===== src/rtl/mem_read_arbiter.sv =====
// Purpose : round-robin share of one AXI-style read channel (AR + R) between NUM_REQ read masters.
// Latency : request seen in IDLE at cycle t gives m_arvalid at t+1; one IDLE bubble between bursts.
// Backpr. : AR waits on m_arready; R beats stall while the granted master holds req_rready low.
//
// Ports
//   clk, rst_n                         clock, synchronous active-low reset
//   req_arvalid/araddr/arlen/arid      per-master read requests (master i at slice i)
//   req_arready                        per-master address accept, pulses with m_arready
//   req_rvalid, req_rdata, req_rready  per-master read data (data bus shared)
//   m_ar*, m_r*                        memory-side read channel
//   grant                              one-hot current owner, 0 when idle
//   busy                               burst in progress (not IDLE)
module mem_read_arbiter #(
   parameter int NUM_REQ    = 3,
   parameter int ADDR_WIDTH = 32,
   parameter int DATA_WIDTH = 32,
   parameter int ID_WIDTH   = 4,
   parameter int LEN_WIDTH  = 4,
   localparam int PTR_WIDTH = (NUM_REQ > 1) ? $clog2(NUM_REQ) : 1
) (
   input  logic                          clk,
   input  logic                          rst_n,
   input  logic [NUM_REQ-1:0]            req_arvalid,
   input  logic [NUM_REQ*ADDR_WIDTH-1:0] req_araddr,
   input  logic [NUM_REQ*LEN_WIDTH-1:0]  req_arlen,
   input  logic [NUM_REQ*ID_WIDTH-1:0]   req_arid,
   output logic [NUM_REQ-1:0]            req_arready,
   output logic [NUM_REQ-1:0]            req_rvalid,
   output logic [DATA_WIDTH-1:0]         req_rdata,
   input  logic [NUM_REQ-1:0]            req_rready,
   output logic                          m_arvalid,
   output logic [ADDR_WIDTH-1:0]         m_araddr,
   output logic [LEN_WIDTH-1:0]          m_arlen,
   output logic [ID_WIDTH-1:0]           m_arid,
   input  logic                          m_arready,
   input  logic                          m_rvalid,
   input  logic [DATA_WIDTH-1:0]         m_rdata,
   output logic                          m_rready,
   output logic [NUM_REQ-1:0]            grant,
   output logic                          busy
);

   typedef enum logic [1:0] {
      IDLE = 2'd0,
      ADDR = 2'd1,
      DATA = 2'd2
   } state_t;

   state_t               state, state_nxt;
   logic [PTR_WIDTH-1:0] grant_idx, grant_idx_nxt;
   logic [NUM_REQ-1:0]   grant_nxt;
   logic [PTR_WIDTH-1:0] rr_ptr, rr_ptr_nxt;
   logic [LEN_WIDTH-1:0] beat_cnt, beat_cnt_nxt;

   // Round-robin pick: first requester at or after rr_ptr, wrapping.
   logic                 pick_vld;
   logic [PTR_WIDTH-1:0] pick_idx;
   logic [LEN_WIDTH-1:0] pick_len;
   int                   cand;

   always_comb begin
      pick_vld = 1'b0;
      pick_idx = '0;
      pick_len = '0;
      cand     = 0;
      for (int k = 0; k < NUM_REQ; k++) begin
         cand = (int'(rr_ptr) + k) % NUM_REQ;
         if (!pick_vld && req_arvalid[cand]) begin
            pick_vld = 1'b1;
            pick_idx = PTR_WIDTH'(cand);
            pick_len = req_arlen[cand*LEN_WIDTH +: LEN_WIDTH];
         end
      end
   end

   // Fields of the granted master, muxed on the registered index.
   logic sel_rready;

   always_comb begin
      m_araddr   = '0;
      m_arlen    = '0;
      m_arid     = '0;
      sel_rready = 1'b0;
      for (int i = 0; i < NUM_REQ; i++) begin
         if (grant_idx == PTR_WIDTH'(i)) begin
            m_araddr   = req_araddr[i*ADDR_WIDTH +: ADDR_WIDTH];
            m_arlen    = req_arlen[i*LEN_WIDTH +: LEN_WIDTH];
            m_arid     = req_arid[i*ID_WIDTH +: ID_WIDTH];
            sel_rready = req_rready[i];
         end
      end
   end

   always_ff @(posedge clk) begin
      if (!rst_n) begin
         state     <= IDLE;
         grant_idx <= '0;
         grant     <= '0;
         rr_ptr    <= '0;
         beat_cnt  <= '0;
      end else begin
         state     <= state_nxt;
         grant_idx <= grant_idx_nxt;
         grant     <= grant_nxt;
         rr_ptr    <= rr_ptr_nxt;
         beat_cnt  <= beat_cnt_nxt;
      end
   end

   always_comb begin
      state_nxt     = state;
      grant_idx_nxt = grant_idx;
      grant_nxt     = grant;
      rr_ptr_nxt    = rr_ptr;
      beat_cnt_nxt  = beat_cnt;
      m_arvalid     = 1'b0;
      m_rready      = 1'b0;
      req_arready   = '0;
      req_rvalid    = '0;

      case (state)
         IDLE: begin
            if (pick_vld) begin
               state_nxt           = ADDR;
               grant_idx_nxt       = pick_idx;
               grant_nxt           = '0;
               grant_nxt[pick_idx] = 1'b1;
               // A zero length still moves one beat.
               beat_cnt_nxt        = (pick_len == '0) ? LEN_WIDTH'(1) : pick_len;
            end
         end

         ADDR: begin
            // Held high even if the owner misbehaves and drops arvalid.
            m_arvalid = 1'b1;
            if (m_arready) begin
               req_arready = grant;
               state_nxt   = DATA;
            end
         end

         DATA: begin
            m_rready = sel_rready;
            if (m_rvalid) begin
               req_rvalid = grant;
            end
            if (m_rvalid && sel_rready) begin
               beat_cnt_nxt = beat_cnt - LEN_WIDTH'(1);
               if (beat_cnt == LEN_WIDTH'(1)) begin
                  state_nxt  = IDLE;
                  grant_nxt  = '0;
                  rr_ptr_nxt = (grant_idx == PTR_WIDTH'(NUM_REQ - 1)) ? '0
                                                                      : grant_idx + PTR_WIDTH'(1);
               end
            end
         end

         default: begin
            state_nxt = IDLE;
            grant_nxt = '0;
         end
      endcase
   end

   assign req_rdata = m_rdata;
   assign busy      = (state != IDLE);

endmodule


===== config.mk =====
export PLATFORM = sky130hd
export DESIGN_NAME = mem_read_arbiter
export DESIGN_NICKNAME = d
export VERILOG_FILES = /design/src/rtl/mem_read_arbiter.sv
export SDC_FILE = /design/constraint.sdc
export NUM_CORES = 1
export LEC_CHECK = 0
export CORE_MARGIN = 4
export CORE_UTILIZATION = 28
export DETAILED_ROUTE_END_ITERATION = 10
export MAX_ROUTING_LAYER = met4
export PLACE_DENSITY = 0.84
export SLEW_MARGIN = 20
export SYNTH_ARGS = -nofsm -noshare
export SYNTH_HDL_FRONTEND = slang
export SYNTH_SLANG_ARGS = --single-unit

===== constraint.sdc =====
create_clock -name clk -period 2.53 [get_ports clk]
set_clock_uncertainty 0.15 [all_clocks]
set_input_delay 0.3795 -clock clk [delete_from_list [all_inputs] [get_ports clk]]
set_output_delay 0.3795 -clock clk [all_outputs]
set_load 0.01 [all_outputs]

==> results of run 1 <==
==> layer usage <==
layer	vias to the layer above	global-route usage	share of wire
met3	15	0.0401	0.070
met4	0	0.0431	0.015
met5	-	-	0
li1	1584	-	-
met1	1481	0.188	0.38
met2	147	0.359	0.54
==> report_power, final <==
part / internal (mW) / switching, mW / leakage, nW / total, mW
sequential: 0.222 / 0.0227 / 0.107 / 0.245
combinational: 0.428 / 0.272 / 1.46 / 0.700
clock: 0.112 / 0.0794 / 0.0228 / 0.191
total: 0.762 / 0.374 / 1.59 / 1.14
==> layout make-up <==
| cell class | count | area [um2] | area share |
|---|---|---|---|
| multi-input cells | 293 | 2000 | 0.447 |
| inverters | 8 | 30.0 | 0.00672 |
| flip-flops and latches | 13 | 262 | 0.0585 |
| clock buffers | 4 | 45.0 | 0.0101 |
| repair buffers | 200 | 2000 | 0.447 |
| well taps | 111 | 139 | 0.0311 |
==> tightest hold or removal path: stages, from the launching register on <==
cell and delay [ps]:
sky130_fd_sc_hd__dfxtp_1 330, sky130_fd_sc_hd__nand2_1 60, sky130_fd_sc_hd__a21boi_0 70
==> flip-flops by register name (all words and copies together) (netlist names) <==
| name | count |
|---|---|
| beat_cnt | 4 |
| grant | 3 |
| grant_idx | 2 |
| rr_ptr | 2 |
| state | 2 |
==> final timing paths <==
kind                                        startpoint                  endpoint  slack [ps]  cells past startpoint
worst max-delay path             state[1]$_SDFFE_PN0P_             req_rvalid[0]         130                      4
worst min-delay path             grant[2]$_SDFFE_PN0P_     grant[2]$_SDFFE_PN0P_         360                      2
worst max register to register  rr_ptr[0]$_SDFFE_PN0P_  beat_cnt[0]$_SDFFE_PN0P_         140                      8
worst min register to register   grant[2]$_SDFFE_PN0P_     grant[2]$_SDFFE_PN0P_         360                      2
==> through the flow <==
stage | util | setup WS [ps] | setup TNS (ps) | hold slack [ps] | area [um2]
finish | 0.488 | 129 | 0 | 357 | 4470
global route | 0.488 | 4.41 | 0 | 387 | 4470
CTS | 0.484 | 40.3 | 0 | 362 | 4430
detailed placement | 0.479 | -60.6 | -87.6 | 350 | 4390
global placement | 0.479 | 2.00 | 0 | 351 | 4390
floorplan | - | 116 | 0 | 351 | 2620
==> layout by cell type (no fill, tap or decap), types with 4 or more instances in the layout <==
cell type | netlist | routed
sky130_fd_sc_hd__a21boi_0 | 8 | 8
sky130_fd_sc_hd__mux2i_1 | 48 | 48
sky130_fd_sc_hd__ha_1 | 10 | 7
sky130_fd_sc_hd__nor3_1 | 9 | 9
sky130_fd_sc_hd__a21o_1 | 5 | 5
sky130_fd_sc_hd__nand3_1 | 6 | 6
sky130_fd_sc_hd__nand2b_1 | 7 | 7
sky130_fd_sc_hd__nor2b_1 | 9 | 8
sky130_fd_sc_hd__clkdlybuf4s50_1 | 0 | 181
sky130_fd_sc_hd__and3_1 | 7 | 7
sky130_fd_sc_hd__dfxtp_1 | 13 | 12
sky130_fd_sc_hd__a22oi_1 | 4 | 4
sky130_fd_sc_hd__nand2_1 | 57 | 56
sky130_fd_sc_hd__o21ai_0 | 49 | 49
sky130_fd_sc_hd__inv_1 | 8 | 8
sky130_fd_sc_hd__nor2_1 | 13 | 12
sky130_fd_sc_hd__buf_4 | 34 | 15
sky130_fd_sc_hd__nand3b_1 | 5 | 5
sky130_fd_sc_hd__mux2_2 | 9 | 9
sky130_fd_sc_hd__a21oi_1 | 4 | 4
==> what timing repair did <==
action                     in CTS  in global routing
hold endpoints to repair        0                  0
resized for setup               1                  6
setup endpoints to repair       4                  5
pin swaps                       0                  2
==> cells by family (layout without fill, tap and decap cells) <==
| group | Yosys count | after routing | synth area share |
|---|---|---|---|
| adders and majority gates | 10 | 10 | 0.0478 |
| DFF | 13 | 13 | 0.0994 |
| and+or+nand+nor | 132 | 132 | 0.254 |
| muxes | 57 | 57 | 0.222 |
| AOI/OAI and AO/OA | 94 | 94 | 0.225 |
| buffers and inverters | 64 | 212 | 0.152 |
==> results.rst, run 1 <==
.. list-table::
   :header-rows: 1

   * - Metric
     - Value
   * - Global placer's final weighted congestion
     - 0.905
   * - Relative slew slack
     - 0.701
   * - Kind of path behind the tightest hold check
     - reg -> reg
   * - Critical path launch point type
     - register
   * - IR Drop Worst-Case VDD
     - 0.128 mV
   * - Gr ovfl total
     - 0
   * - Top-area cell type share of the netlist area
     - 0.184
   * - Setup repair after global routing missed its margin
     - no
   * - Cells after Synth
     - 370
   * - FILL cells
     - 859
   * - Tightest Pin Transition
     - 436 ps
   * - Number of placement rows
     - 35
   * - Count of final max-slew check failures
     - 0
   * - Clock slew at reported path FFs
     - 50 ps
   * - Area of the die
     - 11000 um2
   * - TritonCTS clock tree
     - yes
   * - Netlist area before placement
     - 2620 um2
   * - Initial core utilization
     - 0.286
   * - Top post-synthesis cells by area
     - sky130_fd_sc_hd__mux2i_1, sky130_fd_sc_hd__dfxtp_1, sky130_fd_sc_hd__buf_4, sky130_fd_sc_hd__o21ai_0, sky130_fd_sc_hd__nand2_1
   * - Global-route wire length before repair
     - 16.5 mm
   * - Tot GR Track Use
     - 0.185
   * - X dimension of the die
     - 105 um
   * - Mean routed wirelength per cell
     - 16.9 um
   * - Sequential-to-total area share from yosys stat
     - 0.0994
   * - Most frequent cells after synthesis
     - sky130_fd_sc_hd__nand2_1, sky130_fd_sc_hd__o21ai_0, sky130_fd_sc_hd__mux2i_1, sky130_fd_sc_hd__buf_4
   * - Die Ht
     - 105 um
   * - Final number of setup-violating endpoints
     - 0
   * - Final Hold Viols
     - 0
   * - Total setup buffers inserted after CTS
     - 0
   * - Worst EP arrival
     - 1870 ps
   * - Warnings, synthesis
     - 0
   * - Area inside the core boundary
     - 9150 um2
   * - Number of global-route vias before repair
     - 3306
   * - Critical path class
     - reg -> out
   * - Critical path buffer and inverter count
     - 2
   * - Most instantiated library cell after synthesis
     - sky130_fd_sc_hd__nand2_1
   * - Achievable frequency
     - 416 MHz
   * - Worst path required time
     - 2000 ps
   * - Initial DRC Count
     - 227
   * - Power, Total
     - 1.14 mW
   * - Cell type with the largest total area after synthesis
     - sky130_fd_sc_hd__mux2i_1
   * - Count of different cell masters after synthesis
     - 49
   * - Clock buffer count from CTS
     - 3
   * - Half-perimeter wire length after detailed placement
     - 8.67 mm
   * - Latest clock arrival within the worst-skew pair
     - 250 ps
   * - # port buffers
     - 181
   * - Critical-path cell list
     - inv_1 > nor2_2 > and3_1 > clkdlybuf4s50_1
   * - Power per standard cell area
     - 254 nW/um2
   * - Run status
     - finished clean
   * - DRC Markers
     - 0
   * - Static power due to leakage
     - 1.59 nW
   * - Category of the worst setup path capture point
     - primary output
   * - Synth async-reset ratio
     - 0
   * - Total iterations of the first detailed-routing run
     - 4
   * - Root Buffer Master
     - sky130_fd_sc_hd__clkbuf_8
   * - Maximum number of buffers from clock root to sink
     - 2
   * - Largest net degree at the start of global routing
     - 39
   * - Cell family with the largest share of critical-path delay
     - buffers and inverters
   * - Avg Inst Size Synth
     - 7.07 um2
   * - Number of inserted diodes
     - 0
   * - Boundary Pins
     - 246
   * - Via count normalized by instance count
     - 5.13
   * - Total routed wirelength
     - 10.7 mm
   * - Count of H-tree levels built during CTS
     - 1
   * - Post-cts hold buffer count
     - 0
   * - Maximum fanout along the worst path
     - 9
   * - Layout cells sized above 1
     - 0.0811
   * - Non-filler cells, final
     - 629
   * - Final min period
     - 2400 ps
   * - Total via count after detailed routing
     - 3227
   * - Final ANT Viol Nets
     - 0
   * - Slowest cell on the critical path
     - sky130_fd_sc_hd__clkdlybuf4s50_1
   * - Part of the cycle the worst path needs
     - 0.949
   * - Area added between synthesis and finish
     - 70.6%
   * - CP max stage delay
     - 530 ps
   * - Leading register cell type out of synthesis
     - sky130_fd_sc_hd__dfxtp_1
   * - Initial antenna violation count
     - 0
   * - Clock tree sinks
     - 13
   * - Total of max-cap violations
     - 0
   * - Number of placed instances, taps included
     - 625
   * - Syn nets
     - 542
   * - Count of state elements after synthesis
     - 13
   * - Post-synth EDFFs
     - 0
   * - Final net count
     - 691
(Power assumes the default switching activity.)
==> run 2: changes to the inputs <==
--- a/config.mk
+++ b/config.mk
@@ -14,3 +14,4 @@
 export SYNTH_ARGS = -nofsm -noshare
 export SYNTH_HDL_FRONTEND = slang
 export SYNTH_SLANG_ARGS = --single-unit
+export TNS_END_PERCENT = 50
==> results of run 2 <==
Final layout, timing and power as in run 1 (identical DEF).
==> run 3: changes to the inputs <==
--- a/config.mk
+++ b/config.mk
@@ -5,11 +5,14 @@
 export SDC_FILE = /design/constraint.sdc
 export NUM_CORES = 1
 export LEC_CHECK = 0
+export CELL_PAD_IN_SITES_DETAIL_PLACEMENT = 0
+export CELL_PAD_IN_SITES_GLOBAL_PLACEMENT = 1
 export CORE_MARGIN = 4
-export CORE_UTILIZATION = 28
+export CORE_UTILIZATION = 18
+export CTS_BUF_LIST = sky130_fd_sc_hd__clkbuf_4
 export DETAILED_ROUTE_END_ITERATION = 10
 export MAX_ROUTING_LAYER = met4
-export PLACE_DENSITY = 0.84
+export PLACE_DENSITY = 0.86
 export SLEW_MARGIN = 20
 export SYNTH_ARGS = -nofsm -noshare
 export SYNTH_HDL_FRONTEND = slang
==> run 3 against run 2 <==
Register-to-register slack hardly changed. Non-clock buffer count is 3 higher. Flip-flop and latch count is the same. Final area up 3.1%. Setup slack got worse by 20 ps. Fmax down 0.84%. Global-route usage shrank 5.3 points. Die area up 51%. Clock-buffer cell count unchanged. Worst hold slack improved by 7.6 ps.
==> results.rst, run 3 (synthesis gave the netlist of run 1 again) <==
.. list-table::
   :header-rows: 1

   * - Metric
     - Value
   * - Count of H-tree levels built during CTS
     - 1 (unchanged)
   * - Initial core utilization
     - 0.186 (was 0.286)
   * - Registers with the most flip-flops
     - beat_cnt: 4 flops, grant: 3 flops (unchanged)
   * - Pint
     - 733 uW (was 762 uW)
   * - Latest clock arrival within the worst-skew pair
     - 280 ps (was 250 ps)
   * - Most frequent cells in the layout
     - sky130_fd_sc_hd__clkdlybuf4s50_1, sky130_fd_sc_hd__nand2_1, sky130_fd_sc_hd__mux2i_1, sky130_fd_sc_hd__o21ai_0, sky130_fd_sc_hd__buf_4 (was sky130_fd_sc_hd__clkdlybuf4s50_1, sky130_fd_sc_hd__nand2_1, sky130_fd_sc_hd__o21ai_0)
   * - Instance count along the most critical hold path
     - 2 (unchanged)
   * - Total setup buffers inserted after CTS
     - 0 (unchanged)
   * - Final number of setup-violating endpoints
     - 0 (unchanged)
   * - Worst path required time
     - 2000 ps (about the same)
   * - Number of global-route vias before repair
     - 3410 (was 3306)
   * - Final ANT Viol Nets
     - 0 (unchanged)
   * - Root Buffer Master
     - sky130_fd_sc_hd__clkbuf_4 (was sky130_fd_sc_hd__clkbuf_8)
   * - Worst EP arrival
     - 1890 ps (was 1870 ps)
   * - Count of final max-slew check failures
     - 0 (unchanged)
   * - Final net count
     - 694 (was 691)
   * - Maximum fanout along the worst path
     - 40 (was 9)
   * - Part of the cycle the worst path needs
     - 0.957 (was 0.949)
   * - Worst Hold End
     - grant[1]$_SDFFE_PN0P_ (was grant[2]$_SDFFE_PN0P_)
   * - Tightest Pin Transition
     - 496 ps (was 436 ps)
   * - Largest net degree at the start of global routing
     - 46 (was 39)
   * - X dimension of the die
     - 129 um (was 105 um)
   * - Flop-to-flop setup slack
     - 150 ps (was 140 ps)
   * - Power per standard cell area
     - 241 nW/um2 (was 254 nW/um2)
   * - Number of placement rows
     - 43 (was 35)
   * - Static power due to leakage
     - 1.64 nW (was 1.59 nW)
   * - Beginning of the worst register-to-register path
     - rr_ptr[1]$_SDFFE_PN0P_ (was rr_ptr[0]$_SDFFE_PN0P_)
   * - Maximum number of buffers from clock root to sink
     - 2 (unchanged)
   * - Gr ovfl total
     - 0 (unchanged)
   * - Total of max-cap violations
     - 0 (unchanged)
   * - Final Hold Viols
     - 0 (unchanged)
   * - Number of cells traversed by the worst register-to-register path
     - 11 (was 8)
   * - Area inside the core boundary
     - 14000 um2 (was 9150 um2)
   * - Total routed wirelength
     - 11.3 mm (was 10.7 mm)
   * - Boundary Pins
     - 246 (unchanged)
   * - Final critical-path setup slack
     - 108 ps (was 129 ps)
   * - Hold path startpoint
     - grant[1]$_SDFFE_PN0P_ (was grant[2]$_SDFFE_PN0P_)
   * - Via count normalized by instance count
     - 4.61 (was 5.13)
   * - Leading cell type in the layout, fill and taps excluded
     - sky130_fd_sc_hd__clkdlybuf4s50_1 (unchanged)
   * - Clk pwr share
     - 0.130 (was 0.168)
   * - Combinational fraction of design power
     - 0.651 (was 0.616)
   * - Critical path launch point type
     - register (unchanged)
   * - Clock slew at reported path FFs
     - 90 ps (was 50 ps)
   * - Most flops, register
     - beat_cnt (unchanged)
   * - Post-cts hold buffer count
     - 0 (unchanged)
   * - Area of the die
     - 16500 um2 (was 11000 um2)
   * - Net switching fraction of the power
     - 0.340 (was 0.329)
   * - Layout cells sized above 1
     - 0.0902 (was 0.0811)
   * - Global placer's final weighted congestion
     - 0.854 (was 0.905)
   * - Relative slew slack
     - 0.665 (was 0.701)
   * - Run status
     - finished clean (unchanged)
   * - Initial DRC Count
     - 145 (was 227)
   * - Half-perimeter wire length after detailed placement
     - 9.22 mm (was 8.67 mm)
   * - Clock buffer count from CTS
     - 3 (unchanged)
   * - Total via count after detailed routing
     - 3233 (was 3227)
   * - Register Area
     - 264 um2 (was 262 um2)
   * - Critical path class
     - reg -> out (unchanged)
   * - Die Ht
     - 129 um (was 105 um)
   * - Endpoint of the lowest-slack register-to-register path
     - beat_cnt[0]$_SDFFE_PN0P_ (unchanged)
   * - Sequential share of power
     - 0.219 (was 0.216)
   * - Mean routed wirelength per cell
     - 16.1 um (was 16.9 um)
   * - Global-route wire length before repair
     - 17.3 mm (was 16.5 mm)
   * - Net switching power
     - 378 uW (was 374 uW)
   * - Final min period
     - 2420 ps (was 2400 ps)
   * - Initial antenna violation count
     - 0 (unchanged)
   * - Clock tree sinks
     - 13 (unchanged)
   * - TritonCTS clock tree
     - yes (unchanged)
   * - DRC Markers
     - 0 (unchanged)
   * - Tot GR Track Use
     - 0.132 (was 0.185)
   * - Kind of path behind the tightest hold check
     - reg -> reg (unchanged)
   * - Achievable frequency
     - 413 MHz (was 416 MHz)
   * - Hold_ws
     - 364 ps (was 357 ps)
   * - Total iterations of the first detailed-routing run
     - 4 (unchanged)
   * - Worst setup timing slack at the placement stage
     - 20.5 ps (was -60.6 ps)
   * - FILL cells
     - 1455 (was 859)
   * - Area added between synthesis and finish
     - 75.9% (was 70.6%)
   * - Max FFs per register
     - 4 (unchanged)
   * - # port buffers
     - 181 (unchanged)
   * - Number of inserted diodes
     - 0 (unchanged)
   * - Category of the worst setup path capture point
     - primary output (unchanged)
   * - Setup repair after global routing missed its margin
     - yes (was no)
   * - Area of the multi-input gates
     - 1990 um2 (was 2000 um2)
   * - IR Drop Worst-Case VDD
     - 0.0858 mV (was 0.128 mV)
-- run 3: cell types whose count changed in the layout (fill, tap and decap cells not counted), sizes merged --
cell,previous run,this run
clkdlybuf4s50,181,178
dlymetal6s2s,0,3
buf,19,21
bufbuf,0,1
-- run 3: power by group through the flow --
stage	clock network (mW)	registers (mW)	logic (mW)
final	0.145	0.243	0.723
after global routing	0.157	0.247	0.782
after CTS	0.149	0.243	0.730
after detailed placement	0	0.248	0.716
after global placement	0	0.247	0.709
after floorplan	0	0.241	0.324
-- run 3: routing by layer --
layer,vias to the layer above,track usage,wire length (um)
li1,1591,-,-
met1,1477,0.148,4500
met5,-,-,0
met3,10,0.0307,815
met2,155,0.243,5900
met4,0,0.0179,74
-- run 3: how the worst max path moves through the flow --
stage                                         start                        to  depth (start not counted)
after global placement               req_arvalid[0]  beat_cnt[1]$_SDFFE_PN0P_                          7
after CTS                 grant_idx[1]$_SDFFE_PN0P_                 m_arid[3]                          5
final                     grant_idx[1]$_SDFFE_PN0P_               m_araddr[6]                          5
after floorplan              rr_ptr[1]$_SDFFE_PN0P_  beat_cnt[0]$_SDFFE_PN0P_                          8
after global routing         rr_ptr[1]$_SDFFE_PN0P_  beat_cnt[0]$_SDFFE_PN0P_                         10
after detailed placement             req_arvalid[1]  beat_cnt[0]$_SDFFE_PN0P_                          7
-- run 3: timing repair --
item	4_1_cts	5_1_grt
gates cloned	1	0
gates resized for setup	2	10
endpoints found under the setup margin	1	7
-- run 3: final cells by class --
class / count / share of cell area
clock buffers: 4 / 0.00652
inverters: 8 / 0.00652
multi-input cells: 293 / 0.433
flip-flops and latches: 13 / 0.0573
well taps: 180 / 0.0489
repair buffers: 203 / 0.448
-- run 3: worst max-delay path, cell delays in order, from the launching register on --
cell                              delay (ps)
sky130_fd_sc_hd__dfxtp_1                 400
sky130_fd_sc_hd__nor2b_4                 190
sky130_fd_sc_hd__buf_12                  200
sky130_fd_sc_hd__nand2_1                  80
sky130_fd_sc_hd__o21ai_0                 130
sky130_fd_sc_hd__clkdlybuf4s50_1         610
-- run 3: stage by stage --
| stage | setup TNS (ps) | instances | util | cell area (um2) | total power [mW] |
|---|---|---|---|---|---|
| global placement | 0 | 696 | 0.321 | 4500 | 0.956 |
| CTS | 0 | 701 | 0.325 | 4570 | 1.12 |
| floorplan | 0 | 370 | - | 2620 | 0.565 |
| global route | -39.7 | 701 | 0.328 | 4600 | 1.19 |
| detailed placement | 0 | 696 | 0.321 | 4500 | 0.963 |
| finish | 0 | 701 | 0.328 | 4600 | 1.11 |
